File: src/rtl/sme_pkg.sv
// Shared constants and types for the masked share encoder.
// A share word is one 32-bit slice of a Boolean-masked value.
package sme_pkg;

    localparam int SME_SMAX_DEFAULT = 3;
    localparam int SME_WORD_W       = 32;

    typedef logic [SME_WORD_W-1:0] sme_word_t;
    typedef sme_word_t sme_shares_t [SME_SMAX_DEFAULT];

endpackage

File: src/rtl/sme_share_buf.sv
// Two-entry share FIFO that zeroises every slot it releases, so no stale
// shares are ever left behind after a pop, a flush or a reset.
module sme_share_buf
    import sme_pkg::*;
#(
    parameter int SMAX = SME_SMAX_DEFAULT
) (
    input  logic      i_clk,
    input  logic      i_rst_n,
    input  logic      i_flush,
    input  logic      i_push,
    input  sme_word_t i_data [SMAX],
    input  logic      i_pop,
    output logic      o_full,
    output logic      o_valid,
    output sme_word_t o_head [SMAX]
);

    localparam int DEPTH = 2;

    sme_word_t  r_mem [DEPTH][SMAX];
    logic       r_wptr;
    logic       r_rptr;
    logic [1:0] r_count;
    logic       w_push;
    logic       w_pop;

    assign o_full  = (r_count == 2'd2);
    assign o_valid = (r_count != 2'd0);
    assign w_push  = i_push & ~o_full;
    assign w_pop   = i_pop & o_valid;

    always_comb begin
        for (int s = 0; s < SMAX; s++) begin
            o_head[s] = o_valid ? r_mem[r_rptr][s] : '0;
        end
    end

    // Push and pop never target the same slot: that would need an empty or full buffer.
    always_ff @(posedge i_clk or negedge i_rst_n) begin
        if (!i_rst_n) begin
            for (int e = 0; e < DEPTH; e++) begin
                for (int s = 0; s < SMAX; s++) begin
                    r_mem[e][s] <= '0;
                end
            end
            r_wptr  <= 1'b0;
            r_rptr  <= 1'b0;
            r_count <= 2'd0;
        end else if (i_flush) begin
            for (int e = 0; e < DEPTH; e++) begin
                for (int s = 0; s < SMAX; s++) begin
                    r_mem[e][s] <= '0;
                end
            end
            r_wptr  <= 1'b0;
            r_rptr  <= 1'b0;
            r_count <= 2'd0;
        end else begin
            for (int s = 0; s < SMAX; s++) begin
                if (w_push) r_mem[r_wptr][s] <= i_data[s];
                if (w_pop)  r_mem[r_rptr][s] <= '0;
            end
            if (w_push) r_wptr <= ~r_wptr;
            if (w_pop)  r_rptr <= ~r_rptr;
            case ({w_push, w_pop})
                2'b10:   r_count <= r_count + 2'd1;
                2'b01:   r_count <= r_count - 2'd1;
                default: r_count <= r_count;
            endcase
        end
    end

endmodule

File: src/rtl/sme_share_encoder.sv
// Splits each plaintext word into SMAX Boolean shares using fresh random
// masks and buffers the shared words for the masked datapath.
module sme_share_encoder
    import sme_pkg::*;
#(
    parameter int SMAX = SME_SMAX_DEFAULT
) (
    input  logic        g_clk,
    input  logic        g_resetn,
    input  logic        flush,
    input  logic        in_valid,
    output logic        in_ready,
    input  sme_word_t   in_data,
    input  logic        rng_valid,
    input  sme_word_t   rng [SMAX-1],
    output logic        out_valid,
    input  logic        out_ready,
    output sme_word_t   out_data [SMAX],
    output logic [15:0] words_out
);

    logic        w_full;
    logic        w_push;
    logic        w_pop;
    sme_word_t   w_shares [SMAX];
    sme_word_t   w_mask_acc;
    logic [15:0] r_words_out;

    // A mask may only be used once, so acceptance is gated on a fresh rng word.
    assign in_ready  = g_resetn & rng_valid & ~w_full & ~flush;
    assign w_push    = in_valid & in_ready;
    assign w_pop     = out_valid & out_ready;
    assign words_out = r_words_out;

    always_comb begin
        for (int s = 0; s < SMAX; s++) begin
            w_shares[s] = '0;
        end
        w_mask_acc = in_data;
        for (int s = 0; s < SMAX - 1; s++) begin
            w_shares[s] = rng[s];
            w_mask_acc  = w_mask_acc ^ rng[s];
        end
        w_shares[SMAX-1] = w_mask_acc;
    end

    sme_share_buf #(
        .SMAX(SMAX)
    ) u_buf (
        .i_clk   (g_clk),
        .i_rst_n (g_resetn),
        .i_flush (flush),
        .i_push  (w_push),
        .i_data  (w_shares),
        .i_pop   (w_pop),
        .o_full  (w_full),
        .o_valid (out_valid),
        .o_head  (out_data)
    );

    // A pop that coincides with a flush still counts as delivered.
    always_ff @(posedge g_clk or negedge g_resetn) begin
        if (!g_resetn) begin
            r_words_out <= 16'd0;
        end else if (w_pop) begin
            r_words_out <= r_words_out + 16'd1;
        end
    end

endmodule
File: config.mk
export PLATFORM = sky130hd
export DESIGN_NAME = sme_share_encoder
export DESIGN_NICKNAME = d
export VERILOG_FILES = /design/src/rtl/sme_pkg.sv /design/src/rtl/sme_share_buf.sv /design/src/rtl/sme_share_encoder.sv
export SDC_FILE = /design/constraint.sdc
export NUM_CORES = 1
export LEC_CHECK = 0
export CORE_MARGIN = 10
export CORE_UTILIZATION = 40
export CTS_CLUSTER_DIAMETER = 200
export DETAILED_ROUTE_END_ITERATION = 10
export GPL_TIMING_DRIVEN = 0
export HOLD_SLACK_MARGIN = 0.1
export PLACE_DENSITY = 0.67
export SKIP_LAST_GASP = 1
export SYNTH_ARGS = -nofsm -noshare
export SYNTH_HDL_FRONTEND = slang
export SYNTH_SLANG_ARGS = --single-unit
File: constraint.sdc
create_clock -name g_clk -period 1.6 [get_ports g_clk]
set_clock_uncertainty 0.1 [all_clocks]
set_input_delay 0.24 -clock g_clk [delete_from_list [all_inputs] [get_ports g_clk]]
set_output_delay 0.24 -clock g_clk [all_outputs]
set_load 0.02 [all_outputs]
=== Yosys cells after proc, flatten, opt, wreduce, memory -nomap -nowiden ===
Index checks and enable logic that the tools add are counted.
W data, S select, Z words.

* Add/subtract/negate cells: 3
* Order comparisons: 4
* Eq/ne operators: 3
* Mux-type cells: 39
* Bitwise gates (word level): 21
* Reduce and logical (&&, ||, !) cells: 6

{| class="wikitable"
|+ Operator list
! cell !! number
|-
| $mux W192 || 12
|-
| $and A192 B192 Y192 || 3
|-
| $bwmux W192 || 3
|-
| $demux W96 S1 || 6
|-
| $not A192 Y192 || 3
|-
| $mux W96 || 5
|-
| $mux W32 || 5
|-
| $mux W64 || 2
|-
| $xor A32 B32 Y32 || 2
|-
| $add A16 B1 Y16 const B || 1
|-
| $and A1 B1 Y1 || 7
|-
| $reduce_bool A2 Y1 || 3
|-
| $eq A2 B2 Y1 const B || 2
|-
| $ge A2 B2 Y1 const B || 2
|-
| $lt A2 B1 Y1 const B || 2
|-
| $mux W1 || 4
|-
| $not A1 Y1 || 4
|-
| $not A1 Y2 || 2
|-
| $pmux W2 S2 || 1
|-
| $reduce_bool A3 Y1 || 1
|-
| $add A2 B1 Y2 const B || 1
|-
| $eq A2 B1 Y1 const B || 1
|-
| $logic_and A1 B1 Y1 || 2
|-
| $mux W2 || 1
|-
| $sub A2 B1 Y2 const B || 1
|}

* Register bits after elaboration: 212
* Bits of input ports: 102
* Output and inout port bits: 114
* Logic and storage cells: 86

=== Depth between registers and ports, before layout ===
* Word-level depth: 23
* Mapped depth: 8
* Depth with buffers taken out: 5

=== Cells and area by module ===
From an unflattened synthesis, not the netlist that was laid out.

* Cells, all modules: 1245
* Area total of the unflattened synthesis: 11141.9 um2

{| class="wikitable"
|+ Modules (own cells, without submodules)
! module !! instances !! cells an instance !! area an instance (um2)
|-
| sme_share_buf || 1 || 1118 || 9849.4
|-
| sme_share_encoder || 1 || 127 || 1292.5
|}

=== Worst setup path before layout ===
No wires, ideal clock.

* Path type: register to output
* From: reg u_buf.r_rptr
* To: out out_data[12] in the netlist's numbering
* Arrival: 1.479 ns
* Setup slack: -0.219 ns
* Cell stages (with the launch flop): 6
* Path buffers: 3
* Cell sequence: dfrtp_1 clkbuf_1 buf_2 buf_2 mux2i_1 nor2_1

{| class="wikitable"
|+ RTL lines
! what !! RTL line !! text
|-
| start: declaration || sme_share_buf.sv:23 || <nowiki>logic r_rptr;</nowiki>
|-
| start signal: assignment || sme_share_buf.sv:65 || <nowiki>if (w_pop) r_rptr <= ~r_rptr;</nowiki>
|-
| end: declaration || sme_share_encoder.sv:18 || <nowiki>output sme_word_t out_data [SMAX],</nowiki>
|}

==> flow_summary.toml <==
[routing]
dr.pass1.iters = 5
vias = 11108
drt_iter0_markers = 1084
ant_nets = 0
viasPerCell = 5.85
wl_um = 49600
post-route-drc-count = 0
post_drt_wl_per_cell_um = 26.1

[cts]
cts_sinks = 212
numCtsBuffers = 24
clkTransAtPathRegs_ps = 70
cts_tree = "built"
clock_latency_ps = 530
cts_root_buf = "clkbuf_16"
clk_path_buf_depth = 3
htree_num_levels = 1

[synth]
ys_ff_latch = 212
synth.avg_cell_area_sq_um = 8.78
synthesis.area_sq_um = 10600
synth_fp_nets = 1305
yosysWarnings = 0
ys_seq_area_frac = 0.502
synthCells = 1202
synth_cell_type_count = 40

[setup_path]
max_stage_delay_ps = 380
cp-startpoint = "u_buf.r_rptr"
crit_path_max_fanout = 10
r2r_start = "u_buf.r_count[0]"
crit_buf_inv = 3
worst-endpoint-arrival_ps = 1910
start_kind = "flip-flop"
critPathSlowestCell = "dfrtp_1"
cp.required_ps = 1260
path_cells = "buf_12 > buf_6 > mux2i_2 > nor2_4 > buf_4"
critPathTopFamily = "buffers and inverters"
endpoint_kind = "primary output"
critical_path_class = "reg2out"

[global_route]
use_met2 = 0.435
gr-usage-all-layers = 0.266
grt_pass1_wl_um = 69500
grt.overflow.total = 0
grt.busiest_layer = "met2"
grt_pass1_vias = 11374
use_met1 = 0.330
grt_max_degree = 47
antenna_found_initial = 2
met3_usage = 0.0562

[layout]
nFillCells = 1604
most-common-layout-cells = "nand2_1 (265), dfrtp_1 (203), a21oi_2 (172)"
layout-drive-gt1-share = 0.500
instances_no_fill = 1900
area_growth_syn_to_layout_pct = 80.6
fin_util = 0.734
layout.nets = 1654
final_common_cell = "nand2_1"

[status]
violations = "negative setup slack"
status = "complete, but fails checks"

[power_and_ir_drop]
vdd_ir_drop_max_mv = 0.577
p_leak_nw = 7.28
pwr_density_cell_nw_per_um2 = 716

[worst_hold_path]
hold_class = "in2async"

[die]
rows = 59
die_y_um = 182
fp.coreArea_sq_um = 26000
die_w_um = 182
initial_utilization = 0.406
num_io_pins = 216
design.die.area_sq_um = 33300

[sta]
finalCriticalPeriod_ps = 2250
tightest_slew_ps = 1090
layout_setup_ws_ps = -654
drv_slew = 0
setup_viol = 304
hold_ws_ps = 113
fin_crit_sh = 1.41
hold_violations = 0
max-slew-margin-rel = 0.274
fmaxAchievable_mhz = 444
rsz0062_at_grt = "true"

[placement]
place_hpwl_um = 25700
pre_cts_slack_ps = -1790
gp_congestion = 0.850
dp_cells = 1752
portBuffers = 213

[run]
maxCapViolCount = 0
## repair_timing
item / in CTS / in global routing
gates cloned: 33 / 8
hold endpoints to repair: 217 / 20
hold buffers: 12 / 1
endpoints found under the setup margin: 313 / 396
pin swaps: 163 / 55
setup buffers: 44 / 31
gates resized for setup: 1110 / 345
## through the flow
| stage | cell area (sq um) | TNS (ps) | total power, mW |
|---|---|---|---|
| 3_5_place_dp | 13300 | -383760 | 7.16 |
| 5_1_grt | 19100 | -131930 | 14.0 |
| 3_3_place_gp | 13300 | -3810590 | 7.14 |
| 6_report | 19100 | -122760 | 13.6 |
| 2_1_floorplan | 10700 | -6760 | 6.35 |
| 4_1_cts | 17900 | -117330 | 13.2 |
## cell usage after synthesis (all sizes together)
| library cell | instances | area share |
|---|---|---|
| ha | 1 | 0.0012 |
| xor2 | 6 | 0.0050 |
| dfrtp | 212 | 0.50 |
| o21bai | 2 | 0.0018 |
| or4 | 1 | 0.0011 |
| nand4 | 3 | 0.0018 |
| nor4 | 3 | 0.0038 |
| a21oi | 194 | 0.092 |
| buf | 53 | 0.028 |
| or3 | 1 | 0.00059 |
| and3 | 3 | 0.0018 |
| nand3b | 1 | 0.00071 |
| nor2b | 2 | 0.0019 |
| or2 | 1 | 0.00059 |
| inv | 2 | 0.00071 |
| nand3 | 8 | 0.0043 |
| mux2 | 1 | 0.0011 |
| mux2i | 96 | 0.091 |
| nand2b | 1 | 0.00059 |
| clkbuf | 34 | 0.012 |
| nand2 | 391 | 0.14 |
| nor2 | 103 | 0.037 |
| nor3 | 1 | 0.00047 |
| xnor2 | 74 | 0.061 |
| nor3b | 1 | 0.00071 |
| a31oi | 1 | 0.00059 |
| o21ai | 2 | 0.00095 |
| a31o | 1 | 0.00083 |
| o211ai | 3 | 0.0021 |
## final timing paths
kind | cells past startpoint | to | slack (ps)
worst max register to register | 10 | u_buf.r_mem[144] | -470
worst min-delay path | 6 | u_buf.r_rptr | 110
max in group asynchronous | 5 | u_buf.r_mem[50] | 430
min in group g_clk | 4 | words_out[11] | 170
worst max-delay path | 5 | out_data[75] | -650
worst min register to register | 1 | words_out[15] | 370
## layout make-up
cell class / count / area (sq um) / area share
antenna: 1 / 2.50 / 0.000131
buffer: 79 / 1240 / 0.0648
clock buffer: 35 / 713 / 0.0374
clock inverter: 4 / 47.5 / 0.00249
inverter: 2 / 12.5 / 0.000656
multi-input combinational: 901 / 7350 / 0.386
sequential: 212 / 5320 / 0.279
tap: 335 / 419 / 0.0220
timing repair buffer: 331 / 3960 / 0.208
## tightest hold or removal path, cell delays in order
cell and delay, ps:
buf_16 80, buf_12 90, buf_12 90, buf_12 120, buf_16 130, bufbuf_16 330
## logic make-up after synthesis
group / Yosys count / share of synthesized area
buf+inv: 89 / 0.0411
flops: 212 / 0.502
fa+ha+maj: 1 / 0.00118
compound gates: 203 / 0.0982
simple gates: 520 / 0.199
mux: 97 / 0.0921
xor+xnor: 80 / 0.0664
## routing by layer
metal,wire length (um),part of all wire
met5,9,0.00018
met4,3280,0.066
met3,4750,0.096
met2,23100,0.47
met1,18500,0.37
## flip-flops by register name, summed over array words and instances, names as in the netlist
signal,count
u_buf.r_count,2
u_buf.r_wptr,1
u_buf.r_mem,192
words_out,16
u_buf.r_rptr,1
## where the power goes
group / switching (mW) / leakage [nW] / internal (mW)
clock network: 2.30 / 0.372 / 3.22
logic: 1.29 / 3.98 / 1.21
registers: 0.162 / 2.93 / 5.47
total: 3.75 / 7.28 / 9.90
(Power assumes the default switching activity.)
